==> config.mk <==
export PLATFORM = sky130hd
export DESIGN_NAME = snn_adder_scheduler
export DESIGN_NICKNAME = d
export VERILOG_FILES = /design/src/rtl/snn_adder_scheduler.sv
export SDC_FILE = /design/constraint.sdc
export NUM_CORES = 1
export LEC_CHECK = 0
export ABC_AREA = 1
export BUFFER_PORTS_ARGS = -buffer_cell sky130_fd_sc_hd__buf_4
export CELL_PAD_IN_SITES_DETAIL_PLACEMENT = 0
export CELL_PAD_IN_SITES_GLOBAL_PLACEMENT = 1
export CORE_MARGIN = 4
export CORE_UTILIZATION = 44
export CTS_CLUSTER_SIZE = 30
export DETAILED_ROUTE_END_ITERATION = 8
export PLACE_DENSITY_LB_ADDON = 0.1
export SLEW_MARGIN = 0
export SYNTH_ARGS = -nofsm -noshare
export SYNTH_HDL_FRONTEND = slang
export SYNTH_SLANG_ARGS = --single-unit
==> constraint.sdc <==
create_clock -name i_clk -period 10.6 [get_ports i_clk]
set_input_delay 0.53 -clock i_clk [delete_from_list [all_inputs] [get_ports i_clk]]
set_output_delay 0.53 -clock i_clk [all_outputs]
set_load 0.01 [all_outputs]
==> src/rtl/snn_adder_scheduler.sv <==
// Shares one synaptic adder across the tinySNN neurons: issues one neuron per slot,
// integrates the returned sum into that neuron's membrane. Optional leak: SNN_SCHED_LEAK_EN.
module snn_adder_scheduler #(
    parameter int unsigned p_input_width = 16,
    parameter int unsigned p_sum_width   = 22,
    parameter int unsigned p_neurons     = 8,
    parameter int unsigned p_synapses    = 42,
    parameter int unsigned p_adder_lat   = 1,
    parameter int          p_threshold   = 1000,
    parameter int unsigned p_leak_shift  = 3
) (
    input  logic                                i_clk,
    input  logic                                i_rst,
    input  logic                                i_start,
    input  logic                                i_clear,
    input  logic [p_synapses-1:0]               i_spikes,
    output logic                                o_busy,
    output logic [$clog2(p_neurons)-1:0]        o_nidx,
    output logic [p_synapses-1:0]               o_syn_mask,
    output logic                                o_sum_req,
    input  logic signed [p_sum_width-1:0]       i_sum,
    output logic [p_neurons-1:0]                o_fire,
    output logic                                o_done
);
    localparam int unsigned IDX_W = $clog2(p_neurons);
    localparam int unsigned MEM_W = p_sum_width + 2;
    localparam int unsigned SUM_W = MEM_W + 1;
    localparam logic [IDX_W-1:0] LAST_IDX = IDX_W'(p_neurons - 1);
    localparam logic [3:0] CNT_LAST = 4'(p_adder_lat - 2);
    localparam logic signed [MEM_W-1:0] THR = MEM_W'(p_threshold);
    localparam logic signed [MEM_W-1:0] V_MAX = {1'b0, {(MEM_W-1){1'b1}}};
    localparam logic signed [MEM_W-1:0] V_MIN = {1'b1, {(MEM_W-1){1'b0}}};

    if (p_sum_width != p_input_width + 6 || p_leak_shift >= MEM_W ||
        p_neurons < 2 || p_neurons > 16 || p_adder_lat < 1 || p_adder_lat > 15) begin : g_param_check
        $error("snn_adder_scheduler: illegal parameter combination");
    end

    typedef enum logic [2:0] {S_IDLE, S_ISSUE, S_WAIT, S_UPDATE, S_DONE} state_t;

    state_t                    state_q, state_d;
    logic [IDX_W-1:0]          idx_q, idx_d;
    logic [3:0]                cnt_q, cnt_d;
    logic [p_synapses-1:0]     mask_q, mask_d;
    logic [p_neurons-1:0]      fire_q, fire_d;
    logic signed [MEM_W-1:0]   mem_q [p_neurons];
    logic signed [MEM_W-1:0]   mem_d [p_neurons];
    logic                      busy_q, req_q, done_q;
    logic signed [MEM_W-1:0]   v_cur, leak, v_sat;
    logic signed [SUM_W-1:0]   v_sum;

    // Next-state, membrane update and frame bookkeeping
    always_comb begin
        state_d = state_q;
        idx_d   = idx_q;
        cnt_d   = cnt_q;
        mask_d  = mask_q;
        fire_d  = fire_q;
        mem_d   = mem_q;
        v_cur   = mem_q[idx_q];
`ifdef SNN_SCHED_LEAK_EN
        leak    = v_cur >>> p_leak_shift;
`else
        leak    = '0;
`endif
        v_sum   = SUM_W'(v_cur) - SUM_W'(leak) + SUM_W'(i_sum);
        // Top two bits disagree only when the 25-bit result left the 24-bit range
        if (v_sum[SUM_W-1] != v_sum[SUM_W-2]) begin
            v_sat = v_sum[SUM_W-1] ? V_MIN : V_MAX;
        end else begin
            v_sat = v_sum[MEM_W-1:0];
        end

        unique case (state_q)
            S_IDLE: begin
                if (i_clear) begin
                    for (int n = 0; n < p_neurons; n++) mem_d[n] = '0;
                end
                if (i_start) begin
                    mask_d  = i_spikes;
                    idx_d   = '0;
                    fire_d  = '0;
                    state_d = S_ISSUE;
                end
            end
            S_ISSUE: begin
                cnt_d   = '0;
                state_d = (p_adder_lat == 1) ? S_UPDATE : S_WAIT;
            end
            S_WAIT: begin
                if (cnt_q == CNT_LAST) state_d = S_UPDATE;
                else                   cnt_d   = cnt_q + 4'd1;
            end
            S_UPDATE: begin
                if (v_sat >= THR) begin
                    fire_d[idx_q] = 1'b1;
                    mem_d[idx_q]  = '0;
                end else begin
                    mem_d[idx_q]  = v_sat;
                end
                if (idx_q == LAST_IDX) begin
                    state_d = S_DONE;
                end else begin
                    idx_d   = idx_q + 1'b1;
                    state_d = S_ISSUE;
                end
            end
            S_DONE:  state_d = S_IDLE;
            default: state_d = S_IDLE;
        endcase
    end

    always_ff @(posedge i_clk or posedge i_rst) begin
        if (i_rst) begin
            state_q <= S_IDLE;
            idx_q   <= '0;
            cnt_q   <= '0;
            mask_q  <= '0;
            fire_q  <= '0;
            busy_q  <= 1'b0;
            req_q   <= 1'b0;
            done_q  <= 1'b0;
            for (int n = 0; n < p_neurons; n++) mem_q[n] <= '0;
        end else begin
            state_q <= state_d;
            idx_q   <= idx_d;
            cnt_q   <= cnt_d;
            mask_q  <= mask_d;
            fire_q  <= fire_d;
            busy_q  <= (state_d != S_IDLE);
            req_q   <= (state_d == S_ISSUE);
            done_q  <= (state_d == S_DONE);
            mem_q   <= mem_d;
        end
    end

    assign o_busy     = busy_q;
    assign o_nidx     = idx_q;
    assign o_syn_mask = mask_q;
    assign o_sum_req  = req_q;
    assign o_fire     = fire_q;
    assign o_done     = done_q;
endmodule

; ---- After elaboration in Yosys (flattened, before gate mapping)
; Cells that the tools add are included.
[totals]
in_bits = 68
elab_cells = 77
out_inout_bits = 56
ff_bits = 255
[op_classes]
n_reduce_logical = 11
magnitude_cmp = 5
n_mux = 25
eq_ne = 13
add_sub_neg = 3
bitwise = 4
[ops]
columns = cell, n
row1 = $mux 192, 2
row2 = $pmux 192 s2, 1
row3 = $and 192x192->192, 1
row4 = $bwmux 192, 1
row5 = $not 192->192, 1
row6 = $mux 24, 5
row7 = $bmux 24 s3, 1
row8 = $demux 24 s3, 1
row9 = $add 24x22->25, 1
row10 = $ge 24x11->1 const B, 1
row11 = $mux 8, 2
row12 = $pmux 8 s2, 1
row13 = $mux 3, 5
row14 = $pmux 3 s4, 1
row15 = $ne 2x2->1 const B, 5
row16 = $or 8x8->8, 1
row17 = $pmux 4 s2, 1
row18 = $eq 3x1->1 const B, 2
row19 = $eq 3x2->1 const B, 2
row20 = $eq 3x3->1 const B, 2
row21 = $pmux 3 s2, 1
row22 = $reduce_and 2->1, 3
row23 = $reduce_and 3->1, 2
row24 = $add 4x1->4 const B, 1
row25 = other kinds (15), 17

; ---- Depth between registers and ports, before layout
[logic_depth]
word_depth = 10
ltp_mapped = 38
ltp_nobuf = 33

; ---- Least setup slack after synthesis
; Ideal clock, no wire load.
[synth_path]
kind = register to register
startpoint = reg idx_q[0], in the netlist o_nidx[0]
endpoint = reg mem_q[21] (netlist bit)
required_time_ps = 10483
period_less_slack_ps = 5575
setup_time_ps = 117
path_stages_with_launch = 36
setup_slack_ps = 5025
t_arrival_ps = 5458
n_path_buf = 7
path_cell_list = dfrtp_1 > clkbuf_1 > clkinv_1 > nor3_1 > inv_1 > clkbuf_1 > clkbuf_1 > o22ai_1 > a221oi_1 > nand2_1 > ha_1 > nand2_1 > nor2_1 > nand2_1 > nor2_1 > nand2_1 > nand3_1 > a21oi_1 > o21bai_1 > xor2_1 > inv_1 > ha_1 > clkbuf_1 > clkinv_1 > clkbuf_1 > nand3_1 > o21ai_0 > nand2_1 > nor2_1 > nand3_1 > nand2_2 > buf_4 > clkbuf_1 > o211ai_1 > nand3_1 > nand2_1
[synth_between]
elab_chain_len = 10
elab_cells_between_ends = 19
cone_classes = add/sub: 1 / order compare: 3 / eq/ne: 1 / mux: 10 / bitwise: 3 / reduce/logical: 1
[synth_lines]
columns = element, line_no
row1 = start: declaration, 42  ; logic [IDX_W-1:0] idx_q, idx_d;
row2 = start signal: assignment, 126  ; idx_q <= idx_d;
row3 = $not 3->4 (implied by the code) *, "60, 97, 99"
row4 = $bmux 24 s3, 60  ; v_cur = mem_q[idx_q];
row5 = $mux 24 (implied by the code) (2 in series), 60
row6 = $add 24x22->25, 66  ; v_sum = SUM_W'(v_cur) - SUM_W'(leak) + SUM_W'(i_sum);
row7 = $mux 24 / $ne 1x1->1 (equally long branches), "69, 68"
row8 = $mux 24, 68  ; if (v_sum[SUM_W-1] != v_sum[SUM_W-2]) begin
row9 = $ge 24x11->1 / $bwmux 192 (equally long branches), "95, 99"
row10 = $mux 192 *, 95  ; if (v_sat >= THR) begin
row11 = $pmux 192 s2 *, 74  ; unique case (state_q)
row12 = end signal: assignment, 133  ; mem_q <= mem_d;
row13 = end: declaration, 46  ; logic signed [MEM_W-1:0] mem_q [p_neurons];
; Every way passes the cells marked *; elsewhere a longest branch is shown, timed or not. The select of a mux whose other input is x is not followed.
; A chain may end at the register's enable or synchronous reset.

; ---- Worst setup path after layout
[layout_path]
startpoint = reg idx_q[2], in the netlist o_nidx[2]
endpoint = reg mem_q[87] (netlist bit)
; The elaborated chain is that of the path after synthesis.

==> metrics.json <==
{
  "drc_errors": {"value": 0},
  "ant_nets": {"value": 0},
  "routedWlPerCell": {"value": 20.3, "unit": "um"},
  "grt_max_degree": {"value": 211},
  "initialDrtViolationCount": {"value": 1891},
  "grt_use_met3": {"value": 0.0461},
  "hpwl": {"value": 35100, "unit": "um"},
  "grt_pass1_vias": {"value": 16000},
  "yosysTopAreaCellShare": {"value": 0.392},
  "critPathMaxFanout": {"value": 91},
  "max_freq": {"value": 0.116, "unit": "GHz"},
  "mappedNetlistArea": {"value": 16300, "unit": "um2"},
  "busiest_layer": {"value": "met2"},
  "worstRegToRegCells": {"value": 32},
  "number_of_antenna_violations_at_the_first_check_in_global_routing": {"value": 0},
  "synth_commonest_cells": {"value": "nand2_1, nand3_1, dfrtp_1"},
  "worst_path_dominant_cell_family": {"value": "simple AND/OR/NAND/NOR gates"},
  "unrepaired_setup_endpoints_after_global_routing": {"value": "no"},
  "cts.htree.levels": {"value": 1},
  "chipHeight": {"value": 200, "unit": "um"},
  "synth.yosys.warnings": {"value": 0},
  "min_period_over_period": {"value": 0.813},
  "setup_viol_count_final": {"value": 0},
  "gr-usage-met2": {"value": 0.433},
  "yosys.area.top_type": {"value": "dfrtp_1"},
  "required": {"value": 11.12, "unit": "ns"},
  "synth_most_common_cell": {"value": "nand2_1"},
  "ctsHoldBuffers": {"value": 0},
  "globalRouteTotalUtil": {"value": 0.286},
  "postSynthAreaPerCell": {"value": 6.77, "unit": "um2"},
  "synth_seq_cells": {"value": 255},
  "synth-async-reset-ratio": {"value": 1.00},
  "max_slew_margin": {"value": 0.248},
  "synth_cell_type_count": {"value": 34},
  "number_of_enable_type_register_cells_in_the_synthesized_netlist": {"value": 0},
  "filler_cell_count": {"value": 3619},
  "clk_root_buffer_cell": {"value": "clkbuf_16"},
  "timing.setup.tns": {"value": 0, "unit": "ns"},
  "critical_path_buf_inv_count": {"value": 6},
  "rows": {"value": 70},
  "synthesis.nets": {"value": 2502},
  "max-clock-path-buffers": {"value": 3},
  "dieWidth": {"value": 200, "unit": "um"},
  "clk_transition_reported_paths": {"value": 0.06, "unit": "ns"},
  "starting_density_of_the_core": {"value": 0.445},
  "routed_via_density": {"value": 5.80},
  "die_area": {"value": 40100, "unit": "um2"},
  "post_layout_instance_area": {"value": 18400, "unit": "um2"},
  "clkLatencyLatePin": {"value": 0.59, "unit": "ns"},
  "run_status": {"value": "finished, final reports clean"},
  "post_synth_main_area_contributors": {"value": "dfrtp_1, nand2_1, nand3_1"},
  "final_period_minus_worst_setup_slack": {"value": 8.61, "unit": "ns"},
  "tightest_slew": {"value": 1.13, "unit": "ns"},
  "max_cap_viol_count": {"value": 0},
  "dp_worst_setup_slack": {"value": 2.15, "unit": "ns"},
  "critical_path_cell_count": {"value": 32},
  "area_of_placed_instances": {"value": 17400, "unit": "um2"},
  "crit_path_top_delay_cell": {"value": "nand2_1"},
  "num_io_pins": {"value": 124},
  "start_kind": {"value": "register"},
  "gp_routability_congestion": {"value": 0.880},
  "finalClockSkew": {"value": 0.0162, "unit": "ns"},
  "post-cts-setup-buffers": {"value": 0},
  "slew_violations": {"value": 0},
  "cts_made_buffers": {"value": 31},
  "numPortBuffers": {"value": 123},
  "cts_resized": {"value": 0},
  "timing.critical_path.slowest_cell_delay": {"value": 0.86, "unit": "ns"},
  "path_class": {"value": "reg -> reg"},
  "min_path_type": {"value": "in -> async"},
  "hold_viol_final": {"value": 0},
  "routed-via-count": {"value": 16900},
  "numClockSinks": {"value": 255},
  "end_kind": {"value": "register"},
  "fin_nets": {"value": 2515},
  "tritoncts": {"value": "done"},
  "gr-usage-met1": {"value": 0.419},
  "detail_route.first_pass.iterations": {"value": 6},
  "synthCells": {"value": 2404},
  "crit_top_cell": {"value": "nand2_1"},
  "grt_first_pass_wirelength": {"value": 93700, "unit": "um"},
  "synth.yosys.seq_area_share": {"value": 0.392},
  "grt_remaining_overflow": {"value": 0},
  "worst-endpoint-arrival": {"value": 9.14, "unit": "ns"},
  "fp.coreArea": {"value": 36500, "unit": "um2"},
  "synthFlopType": {"value": "dfrtp_1"},
  "wirelength": {"value": 59200, "unit": "um"},
  "flow.area_growth_from_synthesis": {"value": 12.9, "unit": "%"},
  "final_critical_path_setup_slack": {"value": 1.99, "unit": "ns"},
  "drive_above_1_share": {"value": 0.0963}
}
through the flow:
stage / cells / util / hold WS [ns]
after CTS: 2909 / 0.503 / 0.112
after global placement: 2852 / 0.476 / 0.450
after floorplan: 2404 / - / 0.433
after detailed placement: 2852 / 0.476 / 0.458
after global routing: 2909 / 0.503 / 0.129
final: 2910 / 0.503 / 0.0737
path summary, 6_finish.rpt:
path                       slack, ns         from              to
min in group i_clk              0.14  i_spikes[8]   o_syn_mask[8]
setup / recovery                1.99    o_nidx[2]       mem_q[87]
hold reg to reg                 0.47     cnt_q[3]        cnt_q[3]
setup reg to reg                1.99    o_nidx[2]       mem_q[87]
max in group asynchronous       8.00        i_rst      mem_q[156]
hold / removal                  0.07        i_rst  o_syn_mask[32]
worst register-to-register path: cells and delay by family (launching register included):
family	cells	cell delay, ns
compound gates	4	0.69
xor+xnor	1	0.22
fa+ha+maj	2	0.96
buf+inv	6	1.48
flops	1	0.50
simple gates	19	4.70
sequential cells by signal, indices dropped and copies added (netlist names):
name and cells:
mem_q 192, o_nidx 3, o_done 1, o_sum_req 1
state_q 3, o_busy 1, cnt_q 4, o_syn_mask 42
o_fire 8
layer usage:
| layer | up-vias | part of all wire | wire length (um) |
|---|---|---|---|
| li1 | 7975 | - | - |
| met1 | 8135 | 0.45 | 26600 |
| met2 | 656 | 0.44 | 26000 |
| met3 | 103 | 0.074 | 4380 |
| met4 | 0 | 0.038 | 2250 |
| met5 | - | 0 | 0 |
cell type report:
type / instances / area (um2) / share of cell area
multi-input cells: 1811 / 8580 / 0.468
flip-flops and latches: 255 / 6380 / 0.348
repair buffers: 154 / 1190 / 0.0650
clock buffers: 47 / 906 / 0.0493
inverters: 164 / 623 / 0.0339
well taps: 468 / 586 / 0.0319
clock inverters: 10 / 82.6 / 0.00450
diodes: 1 / 2.50 / 0.000136
cell families (layout without fill, tap and decap cells):
| group | Yosys count | count (layout) | share of synthesized area |
|---|---|---|---|
| AOI/OAI and AO/OA | 377 | 377 | 0.137 |
| xor gates and xnor gates | 1 | 1 | 0.000539 |
| buffers and inverters | 338 | 375 | 0.0845 |
| DFF | 255 | 255 | 0.392 |
| and+or+nand+nor | 1403 | 1403 | 0.362 |
| adders and majority gates | 30 | 30 | 0.0235 |
| other | 0 | 1 | 0 |
cells in the final DEF, fill, tap and decap left out, drive strengths merged:
cell and n:
a21oi 25, a221oi 21, a22o 8, a22oi 24
and2 3, buf 154, bufinv 1, clkbuf 47
clkinv 12, dfrtp 255, diode 1, fa 1
ha 29, inv 161, nand2 931, nand3 384
nand3b 2, nand4 19, nor2 45, nor3 13
nor4 3, o2111ai 11, o211ai 44, o21ai 230
o21bai 1, o22ai 12, o32ai 1, or2 3
xor2 1
Power is not shown: default switching activity piles up to over one toggle a cycle in this logic, so the estimate is an artifact.
